File: config.mk
export PLATFORM = sky130hd
export DESIGN_NAME = led_strand_driver
export DESIGN_NICKNAME = d
export VERILOG_FILES = /design/src/rtl/led_strand_driver.sv
export SDC_FILE = /design/constraint.sdc
export NUM_CORES = 1
export LEC_CHECK = 0
export CAP_MARGIN = 10
export CORE_MARGIN = 2
export CORE_UTILIZATION = 65
export CTS_BUF_LIST = sky130_fd_sc_hd__clkbuf_4
export DETAILED_ROUTE_END_ITERATION = 8
export GPL_TIMING_DRIVEN = 0
export PLACE_DENSITY_LB_ADDON = 0.3
export SYNTH_ARGS = -nofsm -noshare
export SYNTH_HDL_FRONTEND = slang
export SYNTH_SLANG_ARGS = --single-unit
File: constraint.sdc
create_clock -name clk_led -period 9.8 [get_ports clk_led]
set_clock_uncertainty 0.1 [all_clocks]
set_input_delay 2.94 -clock clk_led [delete_from_list [all_inputs] [get_ports clk_led]]
set_output_delay 2.94 -clock clk_led [all_outputs]
set_load 0.1 [all_outputs]
File: src/rtl/led_strand_driver.sv
// WS2812B-style one-wire strand driver: fetches GRB colours per LED from led_color_buffer,
// serialises NUM_LEDS x 24 bits MSB first, then holds the line low for the latch period.
module led_strand_driver #(
    parameter int NUM_LEDS          = 50,
    parameter int LED_ADDRESS_WIDTH = $clog2(NUM_LEDS),
    parameter int T0H_CYCLES        = 35,
    parameter int T1H_CYCLES        = 70,
    parameter int PERIOD_CYCLES     = 125,
    parameter int RESET_CYCLES      = 28000
) (
    input  logic                         clk_led,
    input  logic                         rst_n,
    input  logic                         enable,
    output logic [LED_ADDRESS_WIDTH-1:0] next_led_request_address,
    input  logic [7:0]                   green_in,
    input  logic [7:0]                   red_in,
    input  logic [7:0]                   blue_in,
    input  logic                         color_valid,
    output logic                         strand_out,
    output logic                         busy,
    output logic                         frame_done,
    output logic                         underrun
);

    localparam int MAX_CYCLES = (PERIOD_CYCLES > RESET_CYCLES) ? PERIOD_CYCLES : RESET_CYCLES;
    localparam int CNT_W      = $clog2(MAX_CYCLES + 1);

    localparam logic [CNT_W-1:0] PERIOD_LAST = CNT_W'(PERIOD_CYCLES - 1);
    localparam logic [CNT_W-1:0] RESET_LAST  = CNT_W'(RESET_CYCLES - 1);
    localparam logic [CNT_W-1:0] T0H_C       = CNT_W'(T0H_CYCLES);
    localparam logic [CNT_W-1:0] T1H_C       = CNT_W'(T1H_CYCLES);
    localparam logic [LED_ADDRESS_WIDTH-1:0] LAST_LED = LED_ADDRESS_WIDTH'(NUM_LEDS - 1);

    // STALL is the underrun wait inside a frame: line held low until the next LED is ready
    localparam logic [2:0] S_IDLE  = 3'd0;
    localparam logic [2:0] S_FETCH = 3'd1;
    localparam logic [2:0] S_SHIFT = 3'd2;
    localparam logic [2:0] S_STALL = 3'd3;
    localparam logic [2:0] S_LATCH = 3'd4;

    logic [2:0]                   r_state, w_state_d;
    logic [CNT_W-1:0]             r_cnt, w_cnt_d;
    logic [4:0]                   r_bit_idx, w_bit_d;
    logic [LED_ADDRESS_WIDTH-1:0] r_led_idx, w_led_d;
    logic [LED_ADDRESS_WIDTH-1:0] r_addr, w_addr_d;
    logic [23:0]                  r_shift, w_shift_d;
    logic [23:0]                  r_pending;
    logic                         r_pending_ok, w_pending_ok_d;
    logic [1:0]                   r_hold;
    logic                         r_underrun, w_underrun_d;

    logic [23:0] w_color;
    logic        w_ready, w_bit_end, w_led_end, w_latch_end, w_prefetch, w_restart;

    assign w_color     = {green_in, red_in, blue_in};
    // Buffer read latency is 2, so a valid flag is trusted only once the address has been stable
    assign w_ready     = (r_hold == 2'd2) && color_valid;
    assign w_bit_end   = (r_cnt == PERIOD_LAST);
    assign w_led_end   = w_bit_end && (r_bit_idx == 5'd23);
    assign w_latch_end = (r_state == S_LATCH) && (r_cnt == RESET_LAST);
    assign w_prefetch  = ((r_state == S_SHIFT) || (r_state == S_STALL)) &&
                         (r_led_idx != LAST_LED) && !r_pending_ok && w_ready;

    always_comb begin
        w_state_d      = r_state;
        w_cnt_d        = r_cnt;
        w_bit_d        = r_bit_idx;
        w_led_d        = r_led_idx;
        w_shift_d      = r_shift;
        w_pending_ok_d = r_pending_ok | w_prefetch;
        w_underrun_d   = r_underrun;
        case (r_state)
            S_IDLE: begin
                if (enable) w_state_d = S_FETCH;
            end
            S_FETCH: begin
                if (w_ready) begin
                    w_shift_d = w_color;
                    w_led_d   = '0;
                    w_bit_d   = '0;
                    w_cnt_d   = '0;
                    w_state_d = S_SHIFT;
                end
            end
            S_SHIFT: begin
                if (w_led_end) begin
                    w_cnt_d = '0;
                    if (r_led_idx == LAST_LED) begin
                        w_state_d = S_LATCH;
                    end else if (r_pending_ok) begin
                        w_shift_d      = r_pending;
                        w_led_d        = r_led_idx + LED_ADDRESS_WIDTH'(1);
                        w_bit_d        = '0;
                        w_pending_ok_d = 1'b0;
                    end else begin
                        w_underrun_d = 1'b1;
                        w_state_d    = S_STALL;
                    end
                end else if (w_bit_end) begin
                    w_cnt_d   = '0;
                    w_bit_d   = r_bit_idx + 5'd1;
                    w_shift_d = {r_shift[22:0], 1'b0};
                end else begin
                    w_cnt_d = r_cnt + CNT_W'(1);
                end
            end
            S_STALL: begin
                if (r_pending_ok) begin
                    w_shift_d      = r_pending;
                    w_led_d        = r_led_idx + LED_ADDRESS_WIDTH'(1);
                    w_bit_d        = '0;
                    w_cnt_d        = '0;
                    w_pending_ok_d = 1'b0;
                    w_state_d      = S_SHIFT;
                end
            end
            S_LATCH: begin
                if (w_latch_end) begin
                    w_cnt_d   = '0;
                    w_state_d = enable ? S_FETCH : S_IDLE;
                end else begin
                    w_cnt_d = r_cnt + CNT_W'(1);
                end
            end
            default: w_state_d = S_IDLE;
        endcase

        if ((w_state_d == S_SHIFT) || (w_state_d == S_STALL)) begin
            w_addr_d = (w_led_d == LAST_LED) ? LAST_LED : w_led_d + LED_ADDRESS_WIDTH'(1);
        end else begin
            w_addr_d = '0;
        end
    end

    assign w_restart = (w_addr_d != r_addr) || ((w_state_d == S_FETCH) && (r_state != S_FETCH));

    always_ff @(posedge clk_led or negedge rst_n) begin
        if (!rst_n) begin
            r_state      <= S_IDLE;
            r_cnt        <= '0;
            r_bit_idx    <= '0;
            r_led_idx    <= '0;
            r_addr       <= '0;
            r_shift      <= '0;
            r_pending    <= '0;
            r_pending_ok <= 1'b0;
            r_hold       <= '0;
            r_underrun   <= 1'b0;
        end else begin
            r_state      <= w_state_d;
            r_cnt        <= w_cnt_d;
            r_bit_idx    <= w_bit_d;
            r_led_idx    <= w_led_d;
            r_addr       <= w_addr_d;
            r_shift      <= w_shift_d;
            r_pending_ok <= w_pending_ok_d;
            r_underrun   <= w_underrun_d;
            if (w_prefetch) r_pending <= w_color;
            if (w_restart) begin
                r_hold <= '0;
            end else if (r_hold != 2'd2) begin
                r_hold <= r_hold + 2'd1;
            end
        end
    end

    assign strand_out = (r_state == S_SHIFT) && (r_cnt < (r_shift[23] ? T1H_C : T0H_C));
    assign busy       = (r_state != S_IDLE);
    assign frame_done = w_latch_end;
    assign underrun   = r_underrun;
    assign next_led_request_address = r_addr;

endmodule

==> flow_summary.json <==
{
  "outcome": "finished clean",
  "crit_path_max_fanout": 10,
  "ctsHoldBuffers": 0,
  "rows": 31,
  "synth_top_flop_cell": "dfrtp_1",
  "route.met3.wl_um": 663,
  "ir_drop_mv": 0.158,
  "port_buffers": 37,
  "cts_max_path_buffers": 2,
  "wl_met1_um": 5140,
  "finalSetupTns_ns": 0,
  "antenna_left": 0,
  "ys_types": 63,
  "final_area_mm2": 0.00563,
  "worst_path_dominant_cell_family": "buffers and inverters",
  "critPathMostFrequentCell": "nand2b_1",
  "placed_cell_area_mm2": 0.00549,
  "first_iter_violations": 297,
  "startpoint_type": "register",
  "dp_slack_ns": 3.54,
  "syn_area_mm2": 0.00497,
  "cts_tree": "yes",
  "coreArea_mm2": 0.00733,
  "avgSynthCellArea_um2": 9.19,
  "top_layer": "met4",
  "syn_nets": 580,
  "wl_um": 12000,
  "grt_pass1_vias": 4216,
  "cts_resized": 0,
  "worstPathCellList": "clkbuf_1 -> nor2b_1 -> buf_2 -> nand2b_1 -> nand2b_1 -> a2111oi_0 -> clkdlybuf4s50_1",
  "yosys_warnings": 0,
  "min_period_over_period_pct": 66.2,
  "tightest_slew_ns": 0.965,
  "antenna_found_initial": 0,
  "rrSetupSlack_ns": 5.24,
  "setup_viol": 0,
  "ys_async_sr_fraction_pct": 100,
  "overflow": 0,
  "timing.setup.critical_path_class": "reg2out",
  "nFillCells": 536,
  "post_cts_buffers": 0,
  "n_antenna_cell": 0,
  "maxSlewHeadroom_pct": 35.4,
  "clk_latency_ns": 0.46,
  "die_w_um": 91.4,
  "dr.pass1.iters": 5,
  "fin_crit_ns": 6.48,
  "final.setup.worst_slack_ns": 3.32,
  "nNetsFinal": 629,
  "critPathMaxStageDelay_ns": 1.22,
  "initial_core_util_pct": 67.8,
  "die_area_mm2": 0.00836,
  "remaining_drc_errors": 0,
  "power.leakage_nw": 2.40,
  "dp_hpwl_um": 8410,
  "vias": 4472,
  "rsz0062_at_grt": "false",
  "gp_congestion": 0.906,
  "io_pins": 38,
  "fp.dieH_um": 91.4,
  "numCtsBuffers": 9,
  "clk_pin_slew_ns": 0.14,
  "powerDensity_mw_per_mm2": 265,
  "timing.fmax_ghz": 0.154,
  "cts_max_level": 3,
  "viasPerCell": 6.44,
  "wl_per_cell_um": 17.4,
  "grt_first_pass_wirelength_um": 20000,
  "max_cap_violations": 0,
  "cp_slowest_cell": "clkdlybuf4s50_1",
  "hold_class": "reg2reg",
  "endpoint_kind": "output port",
  "grtUsageTotal_pct": 30.0,
  "yosysSeqAreaShare_pct": 43.8,
  "grt_max_degree": 56,
  "synthCells": 541,
  "drive_above_1_share_pct": 10.3,
  "syn_to_final_growth_pct": 13.3,
  "ys_ff_latch": 87,
  "cts-root-buf": "clkbuf_4",
  "drv_slew": 0,
  "wl_met2_um": 5900,
  "hold_viol_final": 0,
  "worst-path-buf-inv": 3,
  "crit_required_ns": 6.76,
  "clkSinkCount": 87,
  "arrival_ns": 3.44,
  "synth_edf_count": 0
}
## per-layer routing
metal	vias to the layer above	global-route usage, %
met5	-	0
li1	2080	-
met2	164	49.4
met4	0	13.3
met3	45	4.98
met1	2183	38.9
## synth_stat cells (3+ instances only)
| cell | instances | area (µm²) |
|---|---|---|
| nand2_1 | 49 | 184 |
| a31oi_1 | 19 | 119 |
| xor2_1 | 4 | 35.0 |
| a211oi_1 | 10 | 75.1 |
| a21boi_0 | 3 | 22.5 |
| o31ai_1 | 4 | 30.0 |
| a21oi_1 | 31 | 155 |
| nor3_1 | 5 | 25.0 |
| dfrtp_1 | 87 | 2180 |
| nand2b_1 | 13 | 81.3 |
| and2_1 | 3 | 18.8 |
| mux2_2 | 24 | 270 |
| nand4_1 | 6 | 37.5 |
| ha_1 | 11 | 138 |
| a22o_1 | 12 | 105 |
| o21ai_0 | 33 | 165 |
| nor4_1 | 7 | 43.8 |
| o41ai_1 | 3 | 26.3 |
| nand4b_1 | 4 | 35.0 |
| mux2i_1 | 9 | 90.1 |
| nor2b_1 | 7 | 43.8 |
| clkbuf_1 | 27 | 101 |
| inv_1 | 13 | 48.8 |
| o22ai_1 | 3 | 18.8 |
| xnor2_1 | 3 | 26.3 |
| or3_1 | 6 | 37.5 |
| nand3_1 | 26 | 130 |
| o211ai_1 | 6 | 45.0 |
| or2_2 | 5 | 31.3 |
| a21o_1 | 3 | 22.5 |
| and3_1 | 8 | 50.1 |
| nor2_1 | 58 | 218 |
## worst register-to-register path: stages (launching register included)
cell	delay, ns
dfrtp_1	0.46
inv_1	0.10
ha_1	0.16
or4bb_1	0.50
or4_4	0.47
o21ai_4	0.28
a21boi_2	0.24
nor2_1	0.09
inv_1	0.21
ha_1	0.28
o21ai_0	0.10
or3_1	0.40
o211a_1	0.26
or3_1	0.38
a21oi_1	0.15
nor4b_1	0.27
## sequential cells by signal (all words and copies together) (netlist names)
| register | count |
|---|---|
| next_led_request_address | 6 |
| r_bit_idx | 5 |
| r_cnt | 15 |
| r_hold | 2 |
| r_led_idx | 6 |
| r_pending | 24 |
| r_pending_ok | 1 |
| r_shift | 24 |
| r_state | 3 |
| underrun | 1 |
## cells by family (layout without fill, tap and decap cells)
logic type / after synthesis / after routing / synth area share [%]
compound gates: 148 / 148 / 19.7
xor+xnor: 8 / 8 / 1.71
fa+ha+maj: 11 / 11 / 2.77
buf+inv: 44 / 98 / 3.37
flops: 87 / 87 / 43.8
mux: 33 / 33 / 7.25
simple gates: 210 / 210 / 21.3
## layout make-up
cell class	count	area, µm²	area share, %
Buffer	31	119	2.11
Clock buffer	9	67.6	1.20
Clock inverter	7	72.6	1.29
Inverter	13	48.8	0.867
Multi-Input combinational cell	410	2630	46.6
Sequential cell	87	2180	38.7
Tap cell	99	124	2.20
Timing Repair Buffer	38	395	7.02
## path summary, 6_finish.rpt
check,to,cells past startpoint,startpoint
max reg2reg,r_hold[0],15,r_cnt[0]
min reg2reg,underrun,1,underrun
min,underrun,1,underrun
max in group asynchronous,r_pending[9],2,rst_n
max,strand_out,7,r_state[1]
min in group asynchronous,next_led_request_address[1],1,rst_n
## power breakdown
group	switching (W)	leakage [nW]	internal, W
clock network	0.000133	0.0723	0.0000781
registers	0.000100	1.09	0.000487
logic	0.000416	1.23	0.000277
## stage by stage
stage          cells  hold WS, ns  utilization [%]  power (W)
6_report         694        0.407             76.8    0.00149
5_1_grt          694        0.430             76.8    0.00159
4_1_cts          694        0.414             76.8    0.00148
3_5_place_dp     678        0.382             74.9    0.00127
3_3_place_gp     677        0.348             74.5    0.00123
2_1_floorplan    541        0.373                -    0.00109
## layout by cell type (no fill, tap or decap), drive strengths merged, types with 12 or more instances in the layout
cell / Yosys / layout
clkdlybuf4s50: 0 / 36
inv: 13 / 14
nand3: 26 / 26
nor2: 58 / 58
dfrtp: 87 / 87
nand2: 49 / 49
mux2: 24 / 24
a31oi: 19 / 19
o21ai: 35 / 35
a22o: 12 / 12
nand2b: 13 / 13
a21oi: 32 / 32
clkbuf: 27 / 36
(Power assumes the default switching activity.)
